### src/rtl/sort_2in1_pkg.sv
// Shared constants for the streaming top-16 tracker.
package sort_2in1_pkg;

  // Number of kept entries. The sum width below assumes exactly 16.
  localparam int N = 16;

  // Default sample width in bits.
  localparam int W_DEFAULT = 12;

  // Extra sum bits: 16 * (2^W - 1) < 2^(W+4), so 4 guard bits never overflow.
  localparam int SUM_EXTRA = 4;

  // Width of the running sum for a given sample width.
  function automatic int sum_width(input int w);
    return w + SUM_EXTRA;
  endfunction

endpackage

### src/rtl/sort_2in1_cell.sv
// One slot of the descending-sorted insertion chain.
// gt tells the cell below whether the sample beats this entry. A cell whose
// own gt is set either takes the sample (the cell above did not beat its
// entry, so this is the insertion point) or takes the entry shifted down
// from above (the insertion point is higher up).
module sort_2in1_cell
  import sort_2in1_pkg::*;
#(
  parameter int W = W_DEFAULT
) (
  input  logic         clk,
  input  logic         synrst,
  input  logic         en,
  input  logic [W-1:0] din,
  input  logic         upper_gt,
  input  logic [W-1:0] upper_entry,
  output logic         gt,
  output logic [W-1:0] entry
);

  logic [W-1:0] entry_reg;

  // Strict compare: an equal sample lands below existing equal entries.
  assign gt    = din > entry_reg;
  assign entry = entry_reg;

  // Entry register: clear, insert the sample, shift down, or hold.
  always_ff @(posedge clk) begin
    if (synrst) begin
      entry_reg <= '0;
    end else if (en && gt) begin
      entry_reg <= upper_gt ? upper_entry : din;
    end
  end

endmodule

### src/rtl/sort_2in1.sv
// Streaming top-16 tracker: keeps the 16 largest unsigned samples since
// reset in a descending-sorted register chain and reports the maximum and
// the sum of all kept entries. Both outputs come straight from registers.
module sort_2in1
  import sort_2in1_pkg::*;
#(
  parameter  int W     = W_DEFAULT,
  localparam int SUM_W = sum_width(W)
) (
  input  logic             clk,
  input  logic             synrst,
  input  logic             DataEn,
  input  logic [W-1:0]     DataIn,
  output logic [W-1:0]     DataMax,
  output logic [SUM_W-1:0] DataSumOut
);

  logic         gt_chain  [N];
  logic [W-1:0] entry_arr [N];
  logic [SUM_W-1:0] sum_reg;

  // Cell chain; entry 0 is the largest. The top cell has nothing above it,
  // so it always takes the sample directly when it wins.
  generate
    for (genvar gi = 0; gi < N; gi++) begin : g_cell
      if (gi == 0) begin : g_top
        sort_2in1_cell #(.W(W)) u_cell (
          .clk         (clk),
          .synrst      (synrst),
          .en          (DataEn),
          .din         (DataIn),
          .upper_gt    (1'b0),
          .upper_entry ({W{1'b0}}),
          .gt          (gt_chain[gi]),
          .entry       (entry_arr[gi])
        );
      end else begin : g_rest
        sort_2in1_cell #(.W(W)) u_cell (
          .clk         (clk),
          .synrst      (synrst),
          .en          (DataEn),
          .din         (DataIn),
          .upper_gt    (gt_chain[gi-1]),
          .upper_entry (entry_arr[gi-1]),
          .gt          (gt_chain[gi]),
          .entry       (entry_arr[gi])
        );
      end
    end
  endgenerate

  // Running sum: a sample is accepted exactly when it beats the last entry,
  // which is then pushed out, so add the newcomer and drop the evicted value.
  always_ff @(posedge clk) begin
    if (synrst) begin
      sum_reg <= '0;
    end else if (DataEn && gt_chain[N-1]) begin
      sum_reg <= sum_reg + SUM_W'(DataIn) - SUM_W'(entry_arr[N-1]);
    end
  end

  assign DataMax    = entry_arr[0];
  assign DataSumOut = sum_reg;

endmodule

### config.mk
export PLATFORM = sky130hd
export DESIGN_NAME = sort_2in1
export DESIGN_NICKNAME = d
export VERILOG_FILES = /design/src/rtl/sort_2in1_pkg.sv /design/src/rtl/sort_2in1_cell.sv /design/src/rtl/sort_2in1.sv
export SDC_FILE = /design/constraint.sdc
export NUM_CORES = 1
export LEC_CHECK = 0
export ABC_AREA = 1
export BUFFER_PORTS_ARGS = -buffer_cell sky130_fd_sc_hd__buf_4
export CAP_MARGIN = 20
export CORE_ASPECT_RATIO = 0.9
export CORE_MARGIN = 3
export CORE_UTILIZATION = 58
export CTS_CLUSTER_SIZE = 10
export DETAILED_ROUTE_END_ITERATION = 10
export GPL_ROUTABILITY_DRIVEN = 0
export GPL_TIMING_DRIVEN = 0
export PLACE_DENSITY = 0.75
export RECOVER_POWER = 25
export SYNTH_ARGS = -nofsm -noshare
export SYNTH_HDL_FRONTEND = slang
export SYNTH_SLANG_ARGS = --single-unit
export TNS_END_PERCENT = 20
### constraint.sdc
create_clock -name clk -period 2.9 [get_ports clk]
set_clock_uncertainty 0.05 [all_clocks]
set_input_delay 0.145 -clock clk [delete_from_list [all_inputs] [get_ports clk]]
set_output_delay 0.145 -clock clk [all_outputs]
set_load 0.01 [all_outputs]
==> key figures <==
Route
  – DR vias/cell: around 5.3
  – Post-DRT Antenna Nets: 0
  – Iter 0 DRT Violations: 1625
  – Vias: 17000
  – Final wirelength: 51600 µm
  – DRC: 0
  – Routed len/inst: 16.2 µm
  – DR pass1 iterations: 8

GRT
  – Global Route met2 Usage: 0.524
  – Total track usage: 0.324
  – Total gr overflow: 0
  – Vias in the first global route: roughly 16000
  – Met1 usage: 0.434
  – Global-route wire length before repair: 81600 µm
  – Largest net degree at the start of global routing: 18
  – Met3 usage: 0.0528
  – Most used routing layer: met2
  – Antenna violations before repair: 0

Clocking
  – Clk buf depth: 3
  – CTS tree: built
  – Clock transition at path regs: 0.06 ns
  – CTS root buf: clkbuf_16
  – Post-CTS sizing: 0
  – TritonCTS buffer count: 27
  – Clock Sinks: between 200 and 250
  – CTS H-tree depth: 1
  – Clock Latency Late Sink: around 0.55 ns

Timing
  – Final Hold Vio Count: 0
  – Normalized max-slew margin: 0.352
  – Unrepaired setup endpoints after global routing: true
  – Final setup margin: 0.0888 ns
  – Crit share post-route: 0.969
  – Worst hold slack: 0.139 ns
  – Number of setup violations in the final report: 0
  – Final Max Tran Viols: 0
  – F_max: 0.356 GHz
  – Fin crit period: 2.81 ns
  – Worst slew pin tran: 0.972 ns

Worst setup path
  – Flop2flop setup slack: approximately 0.47 ns
  – CP endpoint kind: flip-flop
  – Crit start category: input port
  – Worst r2r dst: DataSumOut[10]
  – Crit path max fanout: 10
  – Worst r2r src: DataSumOut[1]
  – WP data required: 3.28 ns
  – Worst Path Arrival: between 3 and 4 ns
  – Reg2Reg Depth: 11
  – WS Path Type: in2reg

Finish
  – Number of inserted diodes: 0
  – Fill cells: about 2700
  – Share of layout cells above drive strength 1: 0.0745
  – Fin nets: ~3000
  – Flip-flop count of the largest register after layout: 180
  – Synth-to-layout area growth: 8.82%

Yosys
  – Syn Area/Cell: 6.28 µm²
  – Most frequent cell after synthesis: nand2_1
  – Synth top area share: 0.244
  – Top cells by instance count after synthesis: 743 x nand2_1, 552 x inv_1, 358 x nand3_1, 247 x a21oi_1
  – Yosys reg bits: around 210
  – Synthesis Warnings: 0
  – Synth area leaders: dfxtp_1 24%, nand2_1 16%, ha_1 15%, inv_1 12%, nand3_1 10%
  – Syn Std Cell Area: 17100 µm²
  – Syn Inst Count: roughly 2700
  – Distinct cells, synth: 32
  – Async S/R FF share, synth: 0
  – Syn_nets: around 3000
  – EDFF count, synth: 0
  – Synth area leader: dfxtp_1
  – Most used DFF post-synth: dfxtp_1
  – Seq/Total Area, Yosys: 0.244

Job
  – MaxCap Viol Count: 0

Min path
  – Worst Hold Endpoint: g_cell[7].g_rest.u_cell.entry[0]
  – Hold wc startpoint: DataEn
  – Hold Path Class: in2reg
  – WHS Path Cells: 5

Pwr
  – Max VDD drop: approximately 0.00052 V
  – LEAKAGE: 10.3 nW
  – Total power density per cell area: 636 nW/µm²

Place
  – DPL Wire Length: between 30000 and 40000 µm
  – DP Worst Slack: -0.454 ns
  – PortBufs: 40

Floorplan
  – Core area: 28400 µm²
  – # rows: 58
  – Initial Util: 0.601
  – Die width: 187 µm
  – Die area: roughly 32000 µm²
  – Die Y: 169 µm
  – Ports: 43

Run status
  – Status: completed
[area by class of cell]
class                   instances  area, µm²  share of cell area
multi-input cells            1804      10000               0.538
well taps                     390        488              0.0262
clock inverters                 5       32.5             0.00175
clock buffers                  40        764              0.0411
inverters                     566       2120               0.114
plain buffers                 140        747              0.0402
repair buffers                 42        274              0.0147
flip-flops and latches        208       4160               0.224
[repair_timing]
item                                    CTS  global route
hold buffers                              1             0
endpoints found under the hold margin     1             0
endpoints found under the setup margin    0            14
setup buffers                             0             0
[cell usage in the layout (no fill, tap or decap), types with 3 or more instances in the layout]
master,n
clkbuf_8,4
nand4_1,17
nand3_2,25
clkbuf_4,11
clkinv_2,3
fa_1,12
clkbuf_16,27
nand2_1,744
buf_4,47
buf_2,52
buf_1,7
nor3_1,14
a21oi_1,247
and2_1,3
a21o_1,15
dfxtp_1,208
o21ai_0,9
inv_1,553
inv_2,13
o21bai_1,3
nand3_1,361
buf_6,3
ha_1,208
clkbuf_1,67
nand2_2,12
xor2_1,5
nor2_1,115
xnor2_1,3
[logic make-up (layout without fill, tap and decap cells)]
group / count (synthesis) / after routing / synth area share
simple gates: 1299 / 1299 / 0.332
buf+inv: 707 / 793 / 0.169
compound gates: 277 / 277 / 0.0843
fa+ha+maj: 220 / 220 / 0.166
flops: 208 / 208 / 0.244
xor+xnor: 8 / 8 / 0.00410
[metal layers]
layer	share of wire	up-vias	wire [µm]
li1	-	8596	-
met1	0.43	7569	22200
met2	0.42	673	21900
met3	0.098	162	5050
met4	0.047	0	2440
met5	0	-	0
[power breakdown]
group | switching (mW) | internal [mW] | total, mW
Sequential | 0.295 | 3.30 | 3.60
Clock | 1.34 | 1.80 | 3.14
Combinational | 3.23 | 1.85 | 5.08
[critical path: stages]
cell      delay, ns
buf_4          0.08
clkbuf_1       0.66
inv_1          0.57
buf_16         0.31
ha_1           0.28
nand2_1        0.05
nor3_1         0.15
nand2_1        0.16
nand2_1        0.20
buf_2          0.23
nand2_1        0.12
a21oi_1        0.14
nor2_1         0.06
[stage by stage]
stage	cell area (µm²)	total power, mW	std cells	setup TNS (ns)	utilization
floorplan	17100	7.41	2719	0	-
global placement	17900	8.51	3149	-94.50	0.628
detailed placement	17900	8.69	3150	-40.85	0.629
CTS	18700	11.8	3196	0	0.658
global route	18600	12.7	3195	-0.293	0.654
finish	18600	11.8	3195	0	0.654
[worst max-delay path by stage]
stage,start,end,cells after the start,slack (ns)
floorplan,DataIn[2],DataSumOut[5],11,0.63
global placement,DataIn[0],g_cell[9].g_rest.u_cell.entry[5],12,-0.65
detailed placement,DataIn[1],DataSumOut[10],13,-0.45
CTS,DataIn[1],DataSumOut[9],14,0.1
global route,DataIn[0],g_cell[9].g_rest.u_cell.entry[2],13,-0.06
finish,DataIn[0],g_cell[9].g_rest.u_cell.entry[3],13,0.09
No activity file was read; power rests on OpenSTA's default activity.
